--- config.mk ---
export PLATFORM = sky130hd
export DESIGN_NAME = decoder_rr_sequencer
export DESIGN_NICKNAME = d
export VERILOG_FILES = /design/src/rtl/decoder_rr_sequencer.sv
export SDC_FILE = /design/constraint.sdc
export NUM_CORES = 1
export LEC_CHECK = 0
export CORE_MARGIN = 4
export CORE_UTILIZATION = 43
export DETAILED_ROUTE_END_ITERATION = 12
export PLACE_DENSITY = 0.89
export SETUP_SLACK_MARGIN = 0.1
export SYNTH_ARGS = -nofsm -noshare
export SYNTH_HDL_FRONTEND = slang
export SYNTH_SLANG_ARGS = --single-unit
--- constraint.sdc ---
create_clock -name clock -period 2.92 [get_ports clock]
set_input_delay 0.584 -clock clock [delete_from_list [all_inputs] [get_ports clock]]
set_output_delay 0.584 -clock clock [all_outputs]
set_load 0.01 [all_outputs]
--- src/rtl/decoder_rr_sequencer.sv ---
// decoder_rr_sequencer: shares one decoder between NUM_REQ requesters.
// A round-robin winner's code is held on dec_in for DEC_LAT cycles. The decoder
// result is then captured and returned to the winner over a valid/ready channel.
module decoder_rr_sequencer #(
    parameter int unsigned NUM_REQ = 4,
    parameter int unsigned CODE_W  = 7,
    parameter int unsigned OUT_W   = 16,
    parameter int unsigned DEC_LAT = 2,
    localparam int unsigned ID_W   = (NUM_REQ > 1) ? $clog2(NUM_REQ) : 1
) (
    input  logic                      clock,
    input  logic                      reset_n,
    input  logic [NUM_REQ-1:0]        req_valid,
    input  logic [NUM_REQ*CODE_W-1:0] req_code,
    output logic [NUM_REQ-1:0]        req_ready,
    output logic [CODE_W-1:0]         dec_in,
    output logic                      dec_en,
    input  logic [OUT_W-1:0]          dec_out,
    output logic [NUM_REQ-1:0]        rsp_valid,
    output logic [OUT_W-1:0]          rsp_data,
    input  logic [NUM_REQ-1:0]        rsp_ready,
    output logic                      busy,
    output logic [ID_W-1:0]           grant_id
);

    localparam int unsigned CNT_W = (DEC_LAT > 1) ? $clog2(DEC_LAT) : 1;

    typedef enum logic [1:0] {
        StIdle,
        StDrive,
        StResp
    } state_t;

    state_t            state;
    logic [ID_W-1:0]   rr_ptr;
    logic [CNT_W-1:0]  cnt;
    logic [ID_W-1:0]   win;
    logic              any_req;
    logic [CODE_W-1:0] codes [NUM_REQ];

    // Unpack the flat code bus so the winner's code can be selected by index.
    for (genvar i = 0; i < NUM_REQ; i++) begin : g_codes
        assign codes[i] = req_code[i*CODE_W +: CODE_W];
    end

    // Round-robin search: first valid requester starting at rr_ptr, wrapping.
    always_comb begin : p_arb
        int unsigned idx;
        idx     = 0;
        win     = '0;
        any_req = 1'b0;
        for (int unsigned k = 0; k < NUM_REQ; k++) begin
            idx = int'(rr_ptr) + k;
            if (idx >= NUM_REQ) begin
                idx = idx - NUM_REQ;
            end
            if (!any_req && req_valid[ID_W'(idx)]) begin
                win     = ID_W'(idx);
                any_req = 1'b1;
            end
        end
    end

    // Accept is combinational and only offered in IDLE outside reset.
    always_comb begin
        req_ready = '0;
        if (reset_n && (state == StIdle) && any_req) begin
            req_ready[win] = 1'b1;
        end
    end

    assign busy = (state != StIdle);

    // Sequencer FSM with registered decoder and response outputs.
    always_ff @(posedge clock or negedge reset_n) begin
        if (!reset_n) begin
            state     <= StIdle;
            rr_ptr    <= '0;
            cnt       <= '0;
            dec_in    <= '0;
            dec_en    <= 1'b0;
            rsp_valid <= '0;
            rsp_data  <= '0;
            grant_id  <= '0;
        end else begin
            unique case (state)
                StIdle: begin
                    if (any_req) begin
                        dec_in   <= codes[win];
                        dec_en   <= 1'b1;
                        grant_id <= win;
                        cnt      <= CNT_W'(DEC_LAT - 1);
                        state    <= StDrive;
                    end
                end
                StDrive: begin
                    if (cnt == '0) begin
                        rsp_data            <= dec_out;
                        dec_en              <= 1'b0;
                        dec_in              <= '0;
                        rsp_valid           <= '0;
                        rsp_valid[grant_id] <= 1'b1;
                        state               <= StResp;
                    end else begin
                        cnt <= cnt - 1'b1;
                    end
                end
                StResp: begin
                    // Only the granted requester can complete the response.
                    if (rsp_ready[grant_id]) begin
                        rsp_valid <= '0;
                        rr_ptr    <= (grant_id == ID_W'(NUM_REQ - 1)) ? '0 : grant_id + 1'b1;
                        state     <= StIdle;
                    end
                end
                default: state <= StIdle;
            endcase
        end
    end

endmodule
# Word-level counts from Yosys, hierarchy flattened
# Index checks and enable logic that the tools add are counted.
[totals]
out_inout_bits = 35
elab_cells = 105
register_bits = 35
in_bits = 54
[op_classes]
n_bitwise = 2
eq_ne = 6
n_reduce_logical = 21
n_mux = 46
n_lt_le_gt_ge = 13
addsub = 9
[op_table]
columns = ["op", "count"]
rows = [
  ["7-bit 2-to-1 mux", 4],
  ["2-bit 2-to-1 mux", 12],
  ["2-bit by 3-bit < comparator with 1-bit output (second input constant)", 6],
  ["7-bit binary-select mux with 2-bit select", 1],
  ["1-bit 2-to-1 mux", 14],
  ["7-bit case mux with 2 select lines", 1],
  ["3-bit >= comparator (second input constant)", 4],
  ["4-bit 2-to-1 mux", 3],
  ["1-bit binary-select mux with 2-bit select", 5],
  ["3-bit AND reduction", 3],
  ["4-bit case mux with 2 select lines", 1],
  ["2-bit AND reduction", 4],
  ["2-bit by 1-bit subtractor with 2-bit output (second input constant)", 4],
  ["1-bit logical AND", 7],
  ["2-bit by 2-bit adder with 3-bit output (second input constant)", 2],
  ["2-bit inequality test (second input constant)", 3],
  ["2-bit case mux with 3 select lines", 1],
  ["2-bit nonzero test", 3],
  ["1-bit demux with 2-bit select", 2],
  ["2-bit == test (second input constant)", 2],
  ["2-bit by 1-bit >= comparator with 1-bit output (second input constant)", 2],
  ["1-bit case mux with 2 select lines", 2],
  ["2-bit by 1-bit adder with 3-bit output (second input constant)", 1],
  ["2-bit by 3-bit >= comparator with 1-bit output (second input constant)", 1],
  ["7 further kinds", 9],
]

# Longest topological paths before layout
# Gate-level depths: netlist (run 1).
[depth]
depth_word = 20
ltp_mapped = 7
mapped_depth_nobuf = 5

# Worst setup path before layout (run 1)
# No wires, ideal clock.
[synth_timing]
path_type = "input -> output"
startpoint = "in req_valid[3]"
endpoint = "out req_ready[2]"
t_required_ns = 2.336
setup_slack_ns = 0.737
stages = 6
arrival_ns = 1.599
path_buffers = 2
cell_sequence = "nand3b_1 > o21ai_1 > a211o_1 > buf_6 > buf_12 > nor3_1"
[synth_between]
elab_chain_cells = 17
elab_cells_between_ends = 29
classes_between = "2 x order compare; 19 x mux; 8 x reduce/logical"
[synth_lines]
columns = ["element", "line_no", "source"]
rows = [
  ["start: declaration", "13", "input logic [NUM_REQ-1:0] req_valid,"],
  ["1-bit binary-select mux with 2-bit select", "57", "if (!any_req && req_valid[ID_W'(idx)]) begin"],
  ["1-bit 2-to-1 mux (implied by the code)", "57", ""],
  ["1-bit 2-to-1 mux", "57", ""],
  ["1-bit logical NOT", "57", ""],
  ["1-bit logical AND", "57", ""],
  ["1-bit 2-to-1 mux", "57", ""],
  ["1-bit logical NOT", "57", ""],
  ["1-bit logical AND", "57", ""],
  ["1-bit 2-to-1 mux", "57", ""],
  ["1-bit logical NOT", "57", ""],
  ["1-bit logical AND", "57", ""],
  ["2-bit 2-to-1 mux", "57", ""],
  ["2-bit by 3-bit < comparator with 1-bit output (implied by the code) or 2-bit by 1-bit >= comparator with 1-bit output (tied branches)", "68", "req_ready[win] = 1'b1;"],
  ["1-bit logical AND (implied by the code)", "68", ""],
  ["1-bit 2-to-1 mux (implied by the code)", "68", ""],
  ["1-bit demux with 2-bit select", "68", ""],
  ["4-bit 2-to-1 mux *", "67", "if (reset_n && (state == StIdle) && any_req) begin"],
  ["end: declaration", "15", "output logic [NUM_REQ-1:0] req_ready,"],
]
# Mark *: on every way between the ends. The rest lies on a longest branch, timed or not. The select of a mux whose other input is x is not followed.

# Final worst setup path (run 1)
[layout_timing]
startpoint = "in req_valid[3]"
endpoint = "out req_ready[1]"
# The elaborated chain is that of the path after synthesis.

==> run summary, run 1 <==
Die
- Site Rows: 22
- number of placed I/O pins: 89
- height of the chip: 71.7 µm
- Die Footprint: 5140 µm²
- core box area: 3800 µm²
- width of the die: 71.7 µm
- initial core utilization: 0.459

Worst setup path
- peak per-stage delay on the critical path: 0.54 ns
- ordered list of cells on the worst path: dlygate4sd2_1, mux2i_1, a221o_2, nor2_1, clkdlybuf4s50_1
- count of buffer and inverter cells on the critical path: 2
- required arrival time at the worst endpoint: 2.34 ns
- Slowest cell on crit path: clkdlybuf4s50_1
- signal arrival time at the worst endpoint: 2.11 ns
- cell class contributing the biggest share of worst-path delay: buffers and inverters
- Critical Path Sink Type: output port
- CP startpoint kind: input pin
- reg-to-reg slack, setup: 1.17 ns
- highest net fanout along the worst path: 6
- Worst Path Class, Setup: input pin to output port

Global route
- first-pass GRT wire length: 7420 µm
- via count of the first global-routing pass: 1609
- pin count of the biggest net entering global routing: 36
- total congestion overflow after global routing: 0
- initial antenna violation count: 0
- GRT Overall Usage: 0.185

Route
- post-route DRC violation count: 0
- detailed-router iteration count before antenna repair: 4
- violation count after the first detailed-route iteration: 82
- overall via count from detail_route: 1604
- detailed-routed wire length on met2: 2300 µm
- DRT antenna net count: 0
- highest routed layer: met4
- Routed met1 length: 1880 µm
- final routed wirelength across all metal layers: 4620 µm
- routed wl met3: 380 µm
- vias per inst: 5.01
- Routed WL per cell: 14.4 µm

Outcome
- result of the run: completed

STA
- final hold violation count: 0
- f_max: 371 MHz
- Relative slew margins: 0.672
- part of the cycle the worst path needs: 0.923
- sum of negative setup slack: 0 ns
- Slew Viols, Final: 0
- RSZ-0062 raised after global routing: false
- # setup viols final: 0
- Worst Clk Skew: 0.00690 ns
- min setup slack post-route: 0.224 ns
- crit path time final: 2.70 ns
- Tightest Pin Transition: 0.492 ns

Synthesis
- share of synthesized area occupied by flip-flops and latches: 0.502
- fraction of the mapped netlist area in adder cells: 0.0287
- Syn Area/Cell: 9.97 µm²
- Post-Synth Simple-Gate Area: 0.207
- XOR/XNOR Fraction of Synth Area: 0
- synthesized-area fraction occupied by ao, oa, aoi and oai cells: 0.105
- unique cell type count in the Yosys netlist: 31
- dominant combinational cell family by area after synthesis: simple AND/OR/NAND/NOR gates
- Synth Cell Area: 1740 µm²
- proportion of synthesized area in mux cells: 0.105
- syn_nets: 233
- synthesis-stage register bit count: 35
- Post-Syn Instances: 175
- synth warn: 0

CTS
- CTS buffer count: 5
- CTS hold repair buffers: 0
- CTS HTree Levels: 2
- total number of clock tree sinks: 35
- buffer levels on the longest clock path: 2
- clock-pin slew reported for the worst setup and hold paths after clock tree synthesis: 0.07 ns
- clock tree from TritonCTS: yes
- cell at the root of the clock tree: clkbuf_8
- Skew-Pair Late Insertion Delay: 0.28 ns

Power and ir drop
- power per cell area: 936 nW/µm²
- total power consumption of the routed design: 2600 µW
- cell leakage power: 0.00134 µW
- worst vdd ir: 0.000504 V

Finish
- relative area change from synthesis to final layout: 59.1%
- area of the multi-input gates: 787 µm²
- total area of sequential cells: 876 µm²
- fraction of layout cells with a size suffix above 1: 0.0993
- area of all placed cells without fillers: 2780 µm²
- Fillers: 300
- total inserted antenna cells: 0
- number of nets at the end of the flow: 330

Placement
- Port Buffer Count: 88
- total half-perimeter wirelength after legalization and detailed placement: 3470 µm
- placement-stage worst setup slack: -0.136 ns
- area after detailed placement: 2670 µm²
- routability-driven placement congestion ratio: 0.819

Flow run
- max-cap viol count: 0

Worst hold path
- worst min path class: input pin to async pin

-- cell usage after synthesis, drive strengths merged --
master	count	area, µm²
nand2	56	210
dfrtp	35	876
mux2i	15	150
nand3	8	40.0
nor2	8	30.0
o221ai	7	61.3
a22o	4	35.0
buf	4	53.8
clkbuf	4	25.0
ha	4	50.1
o21ai	4	20.0
inv	3	11.3
nand2b	3	18.8
or2	3	18.8
a21oi	2	10.0
nand3b	2	15.0
nor3	2	10.0
a211o	1	8.76
a221o	1	11.3
a221oi	1	15.0
and2	1	6.26
mux2	1	11.3
mux4	1	22.5
nor2b	1	6.26
nor4	1	6.26
o21a	1	7.51
o22ai	1	6.26
o31ai	1	7.51
-- per-stage QoR --
step / utilization / hold WS [ns] / cells
2_1_floorplan: - / 0.288 / 175
3_3_place_gp: 0.703 / 0.456 / 312
3_5_place_dp: 0.703 / 0.461 / 312
4_1_cts: 0.729 / 0.392 / 320
5_1_grt: 0.731 / 0.420 / 320
6_report: 0.731 / 0.387 / 320
-- report_power, final --
group	switching (µW)	total [µW]	internal, µW
combinational	640	1370	734
clock	160	345	185
sequential	161	878	717
total	961	2600	1640
-- layer usage --
metal	vias to the layer above	GRT usage
li1	801	-
met1	744	0.213
met2	51	0.313
met3	8	0.0827
met4	0	0.0438
met5	-	0
-- flip-flops by register name, indices dropped and copies added (netlist names) --
register / count
cnt: 1
dec_en: 1
dec_in: 7
grant_id: 2
rr_ptr: 2
rsp_data: 16
rsp_valid: 4
state: 2
-- layout make-up --
cell class                 instances  share of cell area
inverter                           3             0.00406
multi-input combinational        129               0.284
clock buffer                       6              0.0298
tap                               48              0.0216
sequential                        35               0.316
clock inverter                     1             0.00180
timing repair buffer              98               0.344
-- placed cells by master (no fill, tap or decap) --
cell type,n
clkdlybuf4s50_1,80
a211o_1,1
nor2_1,7
nand2_1,56
a221o_2,1
nor2_2,1
inv_1,3
nand2b_1,3
ha_1,4
clkbuf_8,6
nor2b_1,1
nand3_1,8
o21a_1,1
nor4_2,1
o221ai_1,7
nor3_1,2
mux4_2,1
buf_4,10
dlygate4sd2_1,4
and2_1,1
a221oi_2,1
a21oi_1,2
o21ai_1,1
dfrtp_1,35
o31ai_1,1
o21ai_0,3
o22ai_1,1
mux2i_1,15
a22o_1,4
buf_2,1
dlymetal6s2s_1,3
mux2_2,1
clkinv_2,1
or2_2,3
nand3b_1,2
-- path summary, 6_finish.rpt --
kind / startpoint / to / depth (start not counted)
max: req_valid[3] / req_ready[1] / 5
min: reset_n / rsp_valid[0]$_DFFE_PN0P_ / 2
max reg2reg: rr_ptr[1]$_DFFE_PN0P_ / dec_in[6]$_DFFE_PN0P_ / 7
min reg2reg: rsp_data[4]$_DFFE_PN0P_ / rsp_data[4]$_DFFE_PN0P_ / 2
max in group asynchronous: reset_n / dec_in[0]$_DFFE_PN0P_ / 2
min in group clock: rsp_data[4]$_DFFE_PN0P_ / rsp_data[4]$_DFFE_PN0P_ / 2
-- kinds of logic (layout without fill, tap and decap cells) --
group | count (synthesis) | in the layout
DFF | 35 | 35
and+or+nand+nor | 85 | 85
muxes | 17 | 17
adders and majority gates | 4 | 4
AOI/OAI and AO/OA | 23 | 23
buffers and inverters | 11 | 108
-- repair_timing --
action | in CTS | in global routing
gates resized for setup | 6 | 3
endpoints found under the setup margin | 4 | 2
pin swaps | 1 | 1
setup buffers | 1 | 0
Note: power is estimated with default switching activity, not from simulation.
==> run 2: changes to the inputs <==
--- a/config.mk
+++ b/config.mk
@@ -9,7 +9,7 @@
 export CORE_UTILIZATION = 43
 export DETAILED_ROUTE_END_ITERATION = 12
 export PLACE_DENSITY = 0.89
-export SETUP_SLACK_MARGIN = 0.1
+export SETUP_SLACK_MARGIN = 0.3
 export SYNTH_ARGS = -nofsm -noshare
 export SYNTH_HDL_FRONTEND = slang
 export SYNTH_SLANG_ARGS = --single-unit
==> run 2 against run 1 <==
Effect of this change: clock skew barely moved; critical endpoint is now req_ready[3]; design area is 0.23% lower; hold slack improved by 0.0059 ns; sequential share of layout area grew 0.071 points; combinational power is essentially flat; clock power hardly changed; via count down 0.31%; sequential power about the same.
==> run summary, run 2 (synthesis gave the netlist of run 1 again) <==
Power and ir drop
- worst vdd ir: 0.000504 V, +0.14%
- cell leakage power: 0.00131 µW, -2.4%
- power per cell area: 938 nW/µm², +0.26%

Route
- Routed WL per cell: 14.5 µm, +0.35%
- violation count after the first detailed-route iteration: 57, -30%
- overall via count from detail_route: 1599, -0.31%
- detailed-router iteration count before antenna repair: 4, unchanged
- post-route DRC violation count: 0, unchanged
- DRT antenna net count: 0, unchanged
- final routed wirelength across all metal layers: 4630 µm, +0.35%
- vias per inst: 5.00, -0.31%

STA
- part of the cycle the worst path needs: 0.840, -0.0830
- Relative slew margins: 0.671, -0.00130
- sum of negative setup slack: 0 ns, unchanged
- Slew Viols, Final: 0, unchanged
- RSZ-0062 raised after global routing: false
- Tightest Pin Transition: 0.494 ns, +0.00195 ns
- Worst Clk Skew: 0.00694 ns, +0.0000416 ns
- Hold WS: 0.393 ns, +0.00588 ns
- # setup viols final: 0, unchanged
- f_max: 408 MHz, +9.9%
- crit path time final: 2.45 ns, -0.242 ns
- min setup slack post-route: 0.467 ns, +0.242 ns
- final hold violation count: 0, unchanged

Global route
- GRT Overall Usage: 0.185, +0.000589
- via count of the first global-routing pass: 1607, -0.12%
- pin count of the biggest net entering global routing: 36, unchanged
- initial antenna violation count: 0, unchanged
- first-pass GRT wire length: 7450 µm, +0.38%
- total congestion overflow after global routing: 0, unchanged

Worst setup path
- Worst R2R Path Depth: 7, unchanged
- highest net fanout along the worst path: 6, unchanged
- capture point of the worst reg-to-reg path: dec_in[3]$_DFFE_PN0P_
- Critical Path Sink Type: output port
- worst setup path startpoint: req_valid[3]
- Worst Path Class, Setup: input pin to output port
- worst reg2reg path startpoint: rr_ptr[1]$_DFFE_PN0P_
- reg-to-reg slack, setup: 1.17 ns, about the same
- CP startpoint kind: input pin
- required arrival time at the worst endpoint: 2.34 ns, about the same
- Worst setup endpoint: req_ready[3]
- signal arrival time at the worst endpoint: 1.87 ns, -0.24 ns

Die
- initial core utilization: 0.459, unchanged
- height of the chip: 71.7 µm, unchanged
- core box area: 3800 µm², unchanged
- Site Rows: 22, unchanged
- number of placed I/O pins: 89, unchanged
- Die Footprint: 5140 µm², unchanged
- width of the die: 71.7 µm, unchanged

Finish
- total inserted antenna cells: 0, unchanged
- number of nets at the end of the flow: 330, unchanged
- commonest non-fill, non-tap cell in the layout: clkdlybuf4s50_1
- fraction of layout cells with a size suffix above 1: 0.114, +0.0147
- area of all placed cells without fillers: 2770 µm², -0.23%
- register with the most flip-flops: rsp_data
- largest registers ranked by flip-flop count: rsp_data: 16 flops, dec_in: 7 flops, rsp_valid: 4 flops
- number of flip-flops in the largest register: 16, unchanged
- relative area change from synthesis to final layout: 58.8%
- most frequent cells in the layout: 79 x clkdlybuf4s50_1, 56 x nand2_1, 35 x dfrtp_1, 15 x mux2i_1, 10 x buf_4

CTS
- CTS hold repair buffers: 0, unchanged
- CTS HTree Levels: 2, unchanged
- cell at the root of the clock tree: clkbuf_8
- clock-pin slew reported for the worst setup and hold paths after clock tree synthesis: 0.07 ns, about the same
- CTS buffer count: 5, unchanged
- Skew-Pair Late Insertion Delay: 0.28 ns, about the same
- buffer levels on the longest clock path: 2, unchanged
- clock tree from TritonCTS: yes
- total number of clock tree sinks: 35, unchanged

Placement
- placement-stage worst setup slack: -0.136 ns, unchanged
- area after detailed placement: 2670 µm², unchanged
- Port Buffer Count: 88, unchanged
- routability-driven placement congestion ratio: 0.819, unchanged
- total half-perimeter wirelength after legalization and detailed placement: 3470 µm, unchanged

Flow run
- max-cap viol count: 0, unchanged

Outcome
- result of the run: completed

Worst hold path
- worst min path class: input pin to async pin

## run 2: per-stage QoR
stage / std cells / total power [µW] / util
floorplan: 175 / 1630 / -
global placement: 312 / 2230 / 0.703
detailed placement: 312 / 2260 / 0.703
CTS: 320 / 2630 / 0.729
global route: 320 / 2810 / 0.729
finish: 320 / 2600 / 0.729
## run 2: timing repair
action / in CTS / in global routing
pin swaps: 2 / 0
buffers inserted: 1 / 0
resized for setup: 14 / 3
setup endpoints to repair: 4 / 2
## run 2: layout make-up
class	instances	area, µm²
Clock buffer	6	82.6
Fill cell	301	1030
Sequential cell	35	876
Timing Repair Buffer	98	942
Tap cell	48	60.1
Inverter	3	11.3
Multi-Input combinational cell	129	792
Clock inverter	1	5.00
## run 2: worst min-delay path by stage
stage               slack, ns                  endpoint  cells past startpoint
floorplan                0.29           cnt$_DFFE_PN0P_                      0
global placement         0.46   rsp_data[3]$_DFFE_PN0P_                      2
detailed placement       0.46  rsp_data[13]$_DFFE_PN0P_                      2
CTS                      0.39   rsp_data[4]$_DFFE_PN0P_                      2
global route             0.42   rsp_data[4]$_DFFE_PN0P_                      2
finish                   0.39  rsp_valid[0]$_DFFE_PN0P_                      2
## run 2: power by group
group	switching (µW)	total (µW)	internal, µW
logic	643	1370	732
clock network	161	345	185
registers	161	878	717
total	964	2600	1630
## run 2: critical path: stages
cell,delay [ns]
clkdlybuf4s15_2,0.24
nand3b_1,0.12
o21ai_1,0.06
a211o_1,0.33
buf_4,0.16
nor3_2,0.14
clkdlybuf4s15_2,0.24
## run 2: routing by layer
| layer | track usage | vias up | wire length (µm) |
|---|---|---|---|
| li1 | - | 801 | - |
| met1 | 0.214 | 739 | 1850 |
| met2 | 0.314 | 51 | 2330 |
| met3 | 0.0827 | 8 | 389 |
| met4 | 0.0438 | 0 | 58 |
| met5 | 0 | - | 0 |
==> run 3: changes to the inputs <==
--- a/config.mk
+++ b/config.mk
@@ -6,9 +6,9 @@
 export NUM_CORES = 1
 export LEC_CHECK = 0
 export CORE_MARGIN = 4
-export CORE_UTILIZATION = 43
+export CORE_UTILIZATION = 40
 export DETAILED_ROUTE_END_ITERATION = 12
-export PLACE_DENSITY = 0.89
+export PLACE_DENSITY = 0.84
 export SETUP_SLACK_MARGIN = 0.3
 export SYNTH_ARGS = -nofsm -noshare
 export SYNTH_HDL_FRONTEND = slang
==> constraint.sdc (replaced) <==
create_clock -name clock -period 2.3 [get_ports clock]
set_input_delay 0.46 -clock clock [delete_from_list [all_inputs] [get_ports clock]]
set_output_delay 0.46 -clock clock [all_outputs]
set_load 0.01 [all_outputs]
==> run 3 against run 2 <==
Effect of this change: die area increased by 6.6%; worst setup slack got worse by 0.24 ns; design area increased by 4.4%; sequential share of layout area decreased by 1.2 points; non-clock buffer count increased by 9; clock-buffer cell count increased by 2; power increased by 34%; global-route usage decreased by 0.11 points; final cell count increased by 3.8%; hold slack got worse by 0.13 ns; critical path type unchanged; largest cell class unchanged; highest routed layer unchanged.
==> run summary, run 3 (synthesis gave the netlist of run 1 again) <==
STA
- Relative slew margins: 0.656, -0.0152
- Worst Clk Skew: 0.00494 ns, -0.00200 ns
- min setup slack post-route: 0.222 ns, -0.244 ns
- Slew Viols, Final: 0, unchanged
- final hold violation count: 0, unchanged
- RSZ-0062 raised after global routing: true
- # setup viols final: 0, unchanged
- f_max: 481 MHz
- part of the cycle the worst path needs: 0.903
- crit path time final: 2.08 ns
- Tightest Pin Transition: 0.516 ns, +0.0227 ns
- sum of negative setup slack: 0 ns, unchanged

Worst setup path
- signal arrival time at the worst endpoint: 1.62 ns, -0.25 ns
- CP startpoint kind: input pin
- peak per-stage delay on the critical path: 0.30 ns, -0.03 ns
- Worst Path Class, Setup: input pin to output port
- worst reg2reg path startpoint: rr_ptr[1]$_DFFE_PN0P_
- highest net fanout along the worst path: 4, -2
- ordered list of cells on the worst path: dlygate4sd2_1, inv_1, o22ai_1, a211o_1, buf_6, nor3_2, buf_2
- cell class contributing the biggest share of worst-path delay: buffers and inverters
- Worst R2R Path Depth: 8, +1
- required arrival time at the worst endpoint: 1.84 ns, -0.50 ns
- count of buffer and inverter cells on the critical path: 4, +1
- reg-to-reg slack, setup: 0.50 ns, -0.67 ns
- capture point of the worst reg-to-reg path: dec_in[6]$_DFFE_PN0P_
- Critical Path Sink Type: output port
- Slowest cell on crit path: dlygate4sd2_1

Placement
- routability-driven placement congestion ratio: 0.790, -3.5%
- Port Buffer Count: 88, unchanged
- total half-perimeter wirelength after legalization and detailed placement: 3650 µm, +5.3%
- placement-stage worst setup slack: -0.497 ns, -0.362 ns
- total placed cells including tap cells: 319, +2.2%

CTS
- CTS buffer count: 5, unchanged
- total number of clock tree sinks: 35, unchanged
- buffer levels on the longest clock path: 2, unchanged
- clock tree from TritonCTS: yes
- CTS hold repair buffers: 0, unchanged
- cell at the root of the clock tree: clkbuf_8
- CTS HTree Levels: 2, unchanged
- clock-pin slew reported for the worst setup and hold paths after clock tree synthesis: 0.07 ns, about the same
- Skew-Pair Late Insertion Delay: 0.28 ns, about the same

Route
- post-route DRC violation count: 0, unchanged
- vias per inst: 5.06, +1.2%
- detailed-router iteration count before antenna repair: 4, unchanged
- violation count after the first detailed-route iteration: 46, -19%
- overall via count from detail_route: 1679, +5.0%
- DRT antenna net count: 0, unchanged
- Routed WL per cell: 14.8 µm, +2.1%
- final routed wirelength across all metal layers: 4910 µm, +6.0%

Finish
- fraction of layout cells with a size suffix above 1: 0.170, +0.0562
- total inserted antenna cells: 0, unchanged
- number of flip-flops in the largest register: 16, unchanged
- post-route non-filler standard cell count: 332, +3.8%
- largest registers ranked by flip-flop count: rsp_data: 16 flops, dec_in: 7 flops, rsp_valid: 4 flops
- Fillers: 321, +6.6%
- commonest non-fill, non-tap cell in the layout: clkdlybuf4s50_1
- register with the most flip-flops: rsp_data
- most frequent cells in the layout: 78 x clkdlybuf4s50_1, 56 x nand2_1, 33 x dfrtp_1, 17 x buf_4, 14 x mux2i_1
- total area of sequential cells: 878 µm², +0.29%
- relative area change from synthesis to final layout: 65.7%
- number of nets at the end of the flow: 339, +2.7%
- area of the multi-input gates: 832 µm², +5.1%

Die
- Die Footprint: 5480 µm², +6.6%
- Site Rows: 23, +4.5%
- height of the chip: 74.0 µm, +3.3%
- number of placed I/O pins: 89, unchanged
- width of the die: 74.0 µm, +3.3%
- initial core utilization: 0.424, -0.0353
- core box area: 4120 µm², +8.3%

Global route
- pin count of the biggest net entering global routing: 36, unchanged
- via count of the first global-routing pass: 1719, +7.0%
- GRT Overall Usage: 0.184, -0.00108
- total congestion overflow after global routing: 0, unchanged
- initial antenna violation count: 0, unchanged
- first-pass GRT wire length: 7590 µm, +1.9%

Power and ir drop
- total power consumption of the routed design: 3470 µW, +34%
- cell leakage power: 0.00136 µW, +4.5%
- power per cell area: 1200 nW/µm², +28%
- worst vdd ir: 0.000649 V, +29%

Flow run
- max-cap viol count: 0, unchanged

Outcome
- result of the run: completed

Worst hold path
- worst min path class: input pin to async pin

==> run 3: cell types whose count changed in the layout (fill, tap and decap cells not counted), moves of 2 or more <==
cell,before,now
dfrtp_2,0,2
dlygate4sd2_1,5,3
dfrtp_1,35,33
buf_6,0,2
buf_2,1,5
buf_4,10,17
==> run 3: how the worst max path moves through the flow <==
stage | startpoint | end | slack, ns | depth (start not counted)
floorplan | req_valid[3] | req_ready[2] | 0.37 | 6
global placement | req_valid[3] | req_ready[3] | -0.43 | 5
detailed placement | req_valid[3] | req_ready[2] | -0.50 | 6
CTS | rr_ptr[1]$_DFFE_PN0P_ | req_ready[3] | 0.23 | 4
global route | state[1]$_DFFE_PN0P_ | req_ready[2] | 0.13 | 5
finish | req_valid[1] | req_ready[2] | 0.22 | 7
==> run 3: metrics by stage <==
step / utilization / instance area (µm²) / hold slack [ns]
CTS: 0.698 / 2870 / 0.269
global route: 0.702 / 2890 / 0.293
finish: 0.702 / 2890 / 0.267
global placement: 0.658 / 2710 / 0.458
floorplan: - / 1740 / 0.164
detailed placement: 0.658 / 2710 / 0.463
==> run 3: final cells by class <==
class / instances / area share
clock buffer: 8 / 0.0346
multi-input combinational: 129 / 0.288
tap: 50 / 0.0216
sequential: 35 / 0.304
inverter: 3 / 0.00390
timing repair buffer: 107 / 0.348
==> run 3: worst register-to-register path, cell delays in order, from the launching register on <==
cell and delay [ns]:
dfrtp_2 0.45, buf_4 0.15, o22ai_1 0.15, a211o_1 0.16, buf_6 0.12, buf_4 0.11, buf_4 0.17, mux2i_1 0.21
o221ai_1 0.15
==> run 3: power breakdown <==
group / internal, µW / total, µW / switching, µW
Combinational: 1020 / 1890 / 871
Clock: 273 / 480 / 207
Sequential: 914 / 1110 / 193
==> run 3: routing by layer <==
metal  share of wire  vias to the layer above  GRT usage
met5               0                        -          0
met4           0.018                        0     0.0744
met3           0.071                        8     0.0770
met2            0.53                       56      0.318
met1            0.38                      805      0.199
li1                -                      810          -
==> run 3: what timing repair did <==
item / 4_1_cts / 5_1_grt
pin swaps: 7 / 3
endpoints found under the setup margin: 12 / 5
resized for setup: 33 / 4
setup buffers: 4 / 1
gates cloned: 0 / 0
